$ cat config.mk
export PLATFORM = sky130hd
export DESIGN_NAME = vin_mixer_ctrl
export DESIGN_NICKNAME = d
export VERILOG_FILES = /design/src/rtl/vin_mixer_ctrl.sv
export SDC_FILE = /design/constraint.sdc
export NUM_CORES = 1
export LEC_CHECK = 0
export ABC_AREA = 1
export BUFFER_PORTS_ARGS = -buffer_cell sky130_fd_sc_hd__buf_4
export CAP_MARGIN = 20
export CORE_UTILIZATION = 35
export DETAILED_ROUTE_END_ITERATION = 8
export GPL_TIMING_DRIVEN = 0
export SETUP_SLACK_MARGIN = 0.3
export SLEW_MARGIN = 20
export SYNTH_ARGS = -nofsm -noshare
export SYNTH_HDL_FRONTEND = slang
export SYNTH_SLANG_ARGS = --single-unit
$ cat constraint.sdc
create_clock -name clk -period 1.4 [get_ports clk]
set_input_delay 0.28 -clock clk [delete_from_list [all_inputs] [get_ports clk]]
set_output_delay 0.28 -clock clk [all_outputs]
set_load 0.1 [all_outputs]
$ cat src/rtl/vin_mixer_ctrl.sv
// vin_mixer_ctrl: frame-synchronous mode/offset controller and colour-filter phase generator for the video-input mixer.
// Optional line-length checker is built when VIN_MIXCTL_LINECHK_EN is defined; otherwise line_err is tied low.
module vin_mixer_ctrl #(
  parameter int PHASES = 3,
  parameter int XW     = 12
) (
  input  logic          clk,
  input  logic          rst,
  input  logic [1:0]    cfg_mode,
  input  logic [1:0]    cfg_xoff,
  input  logic [1:0]    cfg_yoff,
  input  logic          cfg_valid,
  output logic          cfg_ready,
  input  logic          in_vsync,
  input  logic          in_hsync,
  input  logic          in_valid,
  output logic [1:0]    mode,
  output logic [1:0]    phase_x,
  output logic [1:0]    phase_y,
  output logic          frame_start,
  output logic [XW-1:0] beat_cnt,
  output logic [XW-1:0] line_cnt,
  output logic          line_err
);

  localparam logic [1:0] MODE_MONO = 2'd0;
  localparam logic [1:0] MODE_DES  = 2'd1;
  localparam logic [1:0] MODE_KAL  = 2'd2;
  localparam logic [1:0] MODE_RSV  = 2'd3;

  function automatic logic [1:0] phase_inc(input logic [1:0] p);
    if (int'(p) >= PHASES - 1) return 2'd0;
    return p + 2'd1;
  endfunction

  function automatic logic [1:0] off_clamp(input logic [1:0] o);
    if (int'(o) >= PHASES) return 2'd0;
    return o;
  endfunction

  // control state (reset)
  logic          vs_last_q, vs_last_d;
  logic          hs_last_q, hs_last_d;
  logic          pending_q, pending_d;
  logic          first_line_q, first_line_d;
  logic          frame_start_q, frame_start_d;
  logic [1:0]    mode_q, mode_d;
  logic [1:0]    phase_x_q, phase_x_d;
  logic [1:0]    phase_y_q, phase_y_d;
  logic [XW-1:0] beat_cnt_q, beat_cnt_d;
  logic [XW-1:0] line_cnt_q, line_cnt_d;

  // configuration payload (qualified by pending_q / mode_q, so left unreset)
  logic [1:0]    pend_mode_q, pend_mode_d;
  logic [1:0]    pend_xoff_q, pend_xoff_d;
  logic [1:0]    pend_yoff_q, pend_yoff_d;
  logic [1:0]    act_xoff_q, act_xoff_d;
  logic [1:0]    act_yoff_q, act_yoff_d;

`ifdef VIN_MIXCTL_LINECHK_EN
  logic          line_err_q, line_err_d;
  logic          ref_vld_q, ref_vld_d;
  logic [XW-1:0] ref_len_q, ref_len_d;
`endif

  logic vs_rise, hs_rise, xfer;

  assign vs_rise = in_vsync & ~vs_last_q;
  assign hs_rise = in_hsync & ~hs_last_q;
  assign xfer    = cfg_valid & ~pending_q;

  always_comb begin
    vs_last_d     = in_vsync;
    hs_last_d     = in_hsync;
    pending_d     = pending_q;
    first_line_d  = first_line_q;
    frame_start_d = 1'b0;
    mode_d        = mode_q;
    phase_x_d     = phase_x_q;
    phase_y_d     = phase_y_q;
    beat_cnt_d    = beat_cnt_q;
    line_cnt_d    = line_cnt_q;
    pend_mode_d   = pend_mode_q;
    pend_xoff_d   = pend_xoff_q;
    pend_yoff_d   = pend_yoff_q;
    act_xoff_d    = act_xoff_q;
    act_yoff_d    = act_yoff_q;
`ifdef VIN_MIXCTL_LINECHK_EN
    line_err_d    = line_err_q;
    ref_vld_d     = ref_vld_q;
    ref_len_d     = ref_len_q;
`endif

    // Reserved mode is folded to mono at acceptance so the active mode is always 0..2.
    if (xfer) begin
      pending_d   = 1'b1;
      pend_mode_d = (cfg_mode == MODE_RSV) ? MODE_MONO : cfg_mode;
      pend_xoff_d = off_clamp(cfg_xoff);
      pend_yoff_d = off_clamp(cfg_yoff);
    end

    if (vs_rise) begin
      if (pending_q) begin
        pending_d  = 1'b0;
        mode_d     = pend_mode_q;
        act_xoff_d = pend_xoff_q;
        act_yoff_d = pend_yoff_q;
`ifdef VIN_MIXCTL_LINECHK_EN
        line_err_d = 1'b0;
`endif
      end
      phase_x_d     = act_xoff_d;
      phase_y_d     = act_yoff_d;
      beat_cnt_d    = '0;
      line_cnt_d    = '0;
      first_line_d  = 1'b1;
      frame_start_d = 1'b1;
`ifdef VIN_MIXCTL_LINECHK_EN
      ref_vld_d     = 1'b0;
`endif
    end else if (hs_rise) begin
      // The hsync that opens the first line of a frame ends no line.
      if (!first_line_q) begin
        phase_y_d  = phase_inc(phase_y_q);
        phase_x_d  = phase_inc(phase_y_q);
        line_cnt_d = line_cnt_q + XW'(1);
        beat_cnt_d = '0;
`ifdef VIN_MIXCTL_LINECHK_EN
        if (ref_vld_q) begin
          if (beat_cnt_q != ref_len_q) line_err_d = 1'b1;
        end else if (beat_cnt_q != '0) begin
          ref_len_d = beat_cnt_q;
          ref_vld_d = 1'b1;
        end
`endif
      end
    end else if (in_valid) begin
      first_line_d = 1'b0;
      if (!(&beat_cnt_q)) beat_cnt_d = beat_cnt_q + XW'(1);
      if (mode_q == MODE_DES) phase_x_d = phase_inc(phase_x_q);
    end

    if (mode_d != MODE_DES && mode_d != MODE_KAL) begin
      phase_x_d = 2'd0;
      phase_y_d = 2'd0;
    end
  end

  always_ff @(posedge clk) begin
    if (rst) begin
      vs_last_q     <= 1'b1;
      hs_last_q     <= 1'b1;
      pending_q     <= 1'b0;
      first_line_q  <= 1'b1;
      frame_start_q <= 1'b0;
      mode_q        <= MODE_MONO;
      phase_x_q     <= 2'd0;
      phase_y_q     <= 2'd0;
      beat_cnt_q    <= '0;
      line_cnt_q    <= '0;
`ifdef VIN_MIXCTL_LINECHK_EN
      line_err_q    <= 1'b0;
      ref_vld_q     <= 1'b0;
`endif
    end else begin
      vs_last_q     <= vs_last_d;
      hs_last_q     <= hs_last_d;
      pending_q     <= pending_d;
      first_line_q  <= first_line_d;
      frame_start_q <= frame_start_d;
      mode_q        <= mode_d;
      phase_x_q     <= phase_x_d;
      phase_y_q     <= phase_y_d;
      beat_cnt_q    <= beat_cnt_d;
      line_cnt_q    <= line_cnt_d;
`ifdef VIN_MIXCTL_LINECHK_EN
      line_err_q    <= line_err_d;
      ref_vld_q     <= ref_vld_d;
`endif
    end
  end

  always_ff @(posedge clk) begin
    pend_mode_q <= pend_mode_d;
    pend_xoff_q <= pend_xoff_d;
    pend_yoff_q <= pend_yoff_d;
    act_xoff_q  <= act_xoff_d;
    act_yoff_q  <= act_yoff_d;
`ifdef VIN_MIXCTL_LINECHK_EN
    ref_len_q   <= ref_len_d;
`endif
  end

  assign cfg_ready   = ~pending_q;
  assign mode        = mode_q;
  assign phase_x     = phase_x_q;
  assign phase_y     = phase_y_q;
  assign frame_start = frame_start_q;
  assign beat_cnt    = beat_cnt_q;
  assign line_cnt    = line_cnt_q;
`ifdef VIN_MIXCTL_LINECHK_EN
  assign line_err    = line_err_q;
`else
  assign line_err    = 1'b0;
`endif

endmodule
==> run_results.csv, run 1 <==
group,metric,value,unit
sta,finClkSkew,11.6,ps
global_routing,grt_overflow,0,
run_status,status,"finished, violations left",
cells_and_area,diodes,0,
yosys,synth_top_area_cell,"dfxtp_1",
critical_path,critical_path.slowest_cell,"dfxtp_4",
floorplan,fp.dieH,84.9,um
global_routing,antenna_found_initial,0,
route,drcViolationCount,2,
sta,finalSetupViolCount,0,
placed_design,numPortBuffers,43,
sta,rsz0062_at_grt,"yes",
yosys,yosysWarnings,0,
route,dr.first_iter.drc_count,139,
yosys,synth-seq-cells,45,
cts,root_buffer,"clkbuf_8",
cts,cts_made_buffers,5,
floorplan,io-pin-count,45,
sta,hold_viol,0,
cts,cts_hold_buf,0,
sta,fin_crit_sh,98.7,%
sta,finalMaxSlewViolations,0,
global_routing,grt_usage,19.8,%
run_status,failed_checks,"DRC",
cells_and_area,layout.nets,471,
cts,cts_max_path_buffers,2,
critical_path,crit_top_cell,"nand2_8",
route,wl_per_cell,14.2,um
critical_path,crit_type,"flop to flop",
yosys,ys.flop_type,"dfxtp_1",
cts,cts_num_sinks,45,
cells_and_area,fin_util,71.9,%
route,routed-via-count,2650,
route,antenna_left,0,
cts,cts_tree,"done",
power,vdd_drop_max,0.700,mV
yosys,synthesis.area,2410,um2
yosys,synth_edf_count,10,
critical_path,path_cells,"ha_4 -> nand2_4 -> nor2_8 -> nand3_4 -> nand2_8 -> nand2_8 -> buf_8 -> a21oi_2 -> nor2_1",
cts,htreeDepth,2,
yosys,synthCells,337,
global_routing,grt_max_degree,15,
yosys,yosysTopAreaCellShare,29.1,%
power,power_leakage,2.00,nW
cells_and_area,final_cell_count_no_fill,535,
placed_design,dp.cells,457,
placed_design,gp_congestion,0.864,
sta,timing.fmax,0.724,GHz
floorplan,dieArea,7210,um2
yosys,ys_async_sr_fraction,0,%
cells_and_area,layout-area-overhead-vs-synth,94.2,%
route,drt-total-wl,7.59,mm
yosys,ys_seq_area_share,41.6,%
floorplan,start_util,37.0,%
critical_path,slowest_delay,370,ps
critical_path,start_kind,"flop",
global_routing,grt_pass1_wl,11.3,mm
floorplan,fp-row-count,29,
yosys,synth_common_cells,"nand2_1, nor2_1, inv_1",
floorplan,die_x,84.9,um
worst_hold_path,holdCritPathClass,"input pin to flop",
job,max_cap_violations,0,
critical_path,arrival,1580,ps
placed_design,hpwl,4.16,mm
floorplan,core-area,6490,um2
yosys,netlist_top_cells_area,"dfxtp_1, nand2_1, edfxtp_1",
critical_path,endpoint_kind,"flop",
global_routing,grt_pass1_vias,2570,
route,vias_per_cell,4.95,
power,pwr_density_cell,653,nW/um2
cts,clk_pin_slew,100,ps
yosys,synth_nets,351,
critical_path,path_max_fanout,6,
cells_and_area,drive_above_1_share,59.4,%
yosys,synth.distinct_cells,33,
critical_path,cp.required,1600,ps
yosys,synth_most_common_cell,"nand2_1",
yosys,avgSynthCellArea,7.14,um2
cts,clk_latency,310,ps
route,drtPass1Iterations,6,
sta,finalCriticalPeriod,1380,ps
==> path summary, 6_finish.rpt <==
path	startpoint	to	slack, ps	cells past startpoint
worst max register to register	beat_cnt[0]	beat_cnt[7]	20	9
worst max-delay path	beat_cnt[0]	beat_cnt[7]	20	9
worst min-delay path	rst	frame_start	180	2
worst min register to register	beat_cnt[5]	beat_cnt[5]	530	2
==> metrics by stage <==
step | area, um2 | worst slack, ps | power, mW | TNS, ps | hold slack, ps
floorplan | 2620 | -204 | 1.71 | -1920 | 345
global placement | 3040 | -275 | 1.81 | -4340 | 467
detailed placement | 3040 | -321 | 1.82 | -4480 | 471
CTS | 4180 | 14.2 | 2.97 | 0 | 182
global route | 4670 | -46.1 | 3.15 | -120 | 183
finish | 4670 | 18.0 | 3.05 | 0 | 184
==> sequential cells by signal, summed over array words and instances, names as in the netlist <==
register / cells
beat_cnt: 12
vs_last_q: 1
pend_yoff_q: 2
phase_x: 2
pend_mode_q: 2
hs_last_q: 1
pending_q: 1
act_yoff_q: 2
frame_start: 1
mode: 2
pend_xoff_q: 2
first_line_q: 1
line_cnt: 12
phase_y: 2
act_xoff_q: 2
==> final cells by class <==
| type | count | area [um2] |
|---|---|---|
| fillers | 443 | 1820 |
| multi-input cells | 241 | 1620 |
| repair buffers | 113 | 1460 |
| flip-flops and latches | 45 | 1110 |
| inverters | 44 | 200 |
| well taps | 77 | 96.3 |
| plain buffers | 7 | 78.8 |
| clock buffers | 6 | 72.6 |
| clock inverters | 2 | 35.0 |
==> per-layer routing <==
metal / track usage, % / vias to the layer above / wire, um
li1: - / 1328 / -
met1: 22.7 / 1231 / 3050
met2: 35.6 / 75 / 4030
met3: 4.38 / 16 / 363
met4: 8.01 / 0 / 156
met5: 0 / - / 0
==> layout by cell type, fill, tap and decap left out, drive strengths merged <==
cell type / synthesis / layout
a21oi: 25 / 25
buf: 6 / 119
bufinv: 0 / 1
clkbuf: 1 / 7
clkinv: 1 / 2
clkinvlp: 0 / 2
conb: 1 / 1
dfxtp: 35 / 35
edfxtp: 10 / 10
ha: 2 / 2
inv: 43 / 41
nand2: 100 / 100
nand3: 25 / 25
nand3b: 2 / 2
nand4: 10 / 10
nor2: 55 / 55
nor3: 6 / 6
nor3b: 2 / 2
o211ai: 1 / 1
o21a: 1 / 1
o21ai: 8 / 8
o21bai: 2 / 2
xnor2: 1 / 1
==> report_power, final <==
part,internal (mW),switching (mW),leakage [nW]
Clock,0.531,0.466,0.0552
Sequential,1.33,0.0340,0.403
Combinational,0.297,0.396,1.54
Total,2.16,0.896,2.00
==> critical path, delay by kind of cell, from the launching register on <==
family	cells	cell delay [ps]
adders and majority gates	1	140
AOI/OAI and AO/OA	1	110
buffers and inverters	1	140
and+or+nand+nor	6	500
DFF	1	370
==> cells by family after synthesis <==
group / synth area share, %
and+or+nand+nor: 39.2
buffers and inverters: 8.63
DFF: 41.6
AOI/OAI and AO/OA: 9.05
adders and majority gates: 1.04
xor gates and xnor gates: 0.364
other: 0.156
==> repair_timing <==
action,4_1_cts,5_1_grt
resized for setup,152,85
pin swaps,37,35
gates cloned,1,1
setup buffers,50,18
setup endpoints to repair,64,68
No activity file was read; power rests on OpenSTA's default activity.
==> run 2, diff against run 1 <==
CORE_UTILIZATION = 40   (was 35)
CTS_BUF_LIST = sky130_fd_sc_hd__clkbuf_4   (was unset)
==> run_results.csv, run 2 (synthesis gave the netlist of run 1 again) <==
group,metric,value,unit
power,vdd_drop_max,0.532,mV
route,routed-via-count,2545,
placed_design,numPortBuffers,43,
critical_path,path_max_fanout,5,
cells_and_area,diodes,0,
global_routing,grt_pass1_vias,2433,
placed_design,gp_congestion,0.780,
worst_hold_path,hold_depth,2,
cts,root_buffer,"clkbuf_4",
floorplan,fp-row-count,27,
sta,fin_crit_sh,100,%
global_routing,grt_max_degree,15,
floorplan,io-pin-count,45,
floorplan,start_util,42.6,%
cells_and_area,layout.nets,456,
sta,setup_tns,-10.4,ps
cells_and_area,layout_commonest_cell,"nand2_1",
cts,cts_tree,"done",
global_routing,grt_pass1_wl,10.8,mm
sta,fin_ws,-6.55,ps
cts,cts_max_path_buffers,2,
sta,hold_viol,0,
cts,cts_hold_buf,0,
critical_path,arrival,1700,ps
placed_design,hpwl,4.13,mm
power,pwr_density_cell,627,nW/um2
cells_and_area,fin_util,75.0,%
critical_path,rr_worst_depth,9,
critical_path,start_kind,"flop",
route,vias_per_cell,4.94,
power,p_seq_share,51.3,%
cts,clk_latency,370,ps
route,dr.first_iter.drc_count,88,
critical_path,cp.required,1700,ps
run_status,failed_checks,"setup timing",
floorplan,dieArea,6330,um2
sta,finalCriticalPeriod,1410,ps
power,p_switching,837,uW
floorplan,die_x,79.6,um
global_routing,grt_usage,21.9,%
power,power_leakage,1.88,nW
placed_design,placed_cell_area,3030,um2
critical_path,crit_type,"flop to flop",
job,max_cap_violations,0,
sta,finalSetupViolCount,2,
cts,cts_num_sinks,45,
power,p_clk_share,25.9,%
route,antenna_left,0,
cts,clk_pin_slew,150,ps
worst_hold_path,holdCritPathClass,"input pin to flop",
run_status,status,"finished, violations left",
global_routing,antenna_found_initial,0,
cts,cts_made_buffers,5,
sta,rsz0062_at_grt,"yes",
cells_and_area,layout-area-overhead-vs-synth,75.9,%
cells_and_area,drive_above_1_share,51.7,%
power,power_frac_comb,22.8,%
power,p_int,1.82,mW
sta,finClkSkew,16.7,ps
critical_path,endpoint_kind,"flop",
global_routing,grt_overflow,0,
cts,htreeDepth,2,
cells_and_area,layout.cells.most_common_list,"nand2_1, buf_4, nor2_1",
route,wl_per_cell,13.4,um
route,drtPass1Iterations,4,
sta,finalMaxSlewViolations,0,
floorplan,core-area,5640,um2
sta,timing.fmax,0.711,GHz
cells_and_area,stdcell_area,4230,um2
floorplan,fp.dieH,79.6,um
power,switching_share,31.5,%
route,drt-total-wl,6.91,mm
route,drcViolationCount,0,
run 2: cell count changes in the layout (fill, tap and decap cells not counted), moves of 3 or more:
cell,delta
clkbuf_4,+7
buf_12,-8
nand2_4,-3
clkbuf_8,-4
inv_2,+3
a21oi_2,-3
buf_6,-9
o21ai_2,-3
a21oi_1,+3
nand2_1,+19
nand2_2,-15
run 2: routing by layer:
metal	part of all wire, %	GRT usage (%)	vias up
met2	54	40.0	56
met5	0	0	-
met3	3.4	4.34	8
li1	-	-	1290
met1	41	25.2	1191
met4	1.2	7.45	0
run 2: critical path, stage by stage (launching register included):
cell and delay [ps]:
dfxtp_4 390, ha_4 150, nand2_4 70, nor2_8 100
nand3_4 100, nand2_8 110, buf_6 100, buf_8 120
nand3_2 60, a21oi_2 130
run 2: power by group through the flow:
stage               sequential (mW)  clock, mW  combinational (mW)
floorplan                      1.50          0               0.211
global placement               1.39          0               0.417
detailed placement             1.39          0               0.420
CTS                            1.36      0.710               0.547
global route                   1.37      0.769               0.646
finish                         1.36      0.688               0.605
run 2: area by class of cell:
class / instances / area (um2)
Inverter: 44 / 179
Tap cell: 72 / 90.1
Buffer: 7 / 85.1
Timing Repair Buffer: 98 / 1210
Multi-Input combinational cell: 241 / 1490
Clock inverter: 1 / 8.76
Sequential cell: 45 / 1110
Fill cell: 408 / 1410
Clock buffer: 7 / 52.6
run 2: worst paths after layout:
kind | slack, ps | from | endpoint
setup / recovery | -7 | beat_cnt[1] | beat_cnt[2]
hold / removal | 110 | rst | pending_q
setup reg to reg | -7 | beat_cnt[1] | beat_cnt[2]
hold reg to reg | 540 | beat_cnt[6] | beat_cnt[6]
run 2: what timing repair did:
| action | 4_1_cts | 5_1_grt |
|---|---|---|
| pin swaps | 21 | 33 |
| gates cloned | 1 | 0 |
| gates resized for setup | 120 | 64 |
| setup buffers | 41 | 13 |
| endpoints found under the setup margin | 71 | 68 |
run 2: through the flow:
step	setup slack [ps]	hold slack [ps]	std cells	total power, mW
after global routing	-95.4	97.3	515	2.78
after detailed placement	-215	479	452	1.81
final	-6.55	110	515	2.65
after CTS	18.0	98.3	502	2.62
after floorplan	-204	345	337	1.71
after global placement	-195	470	452	1.81
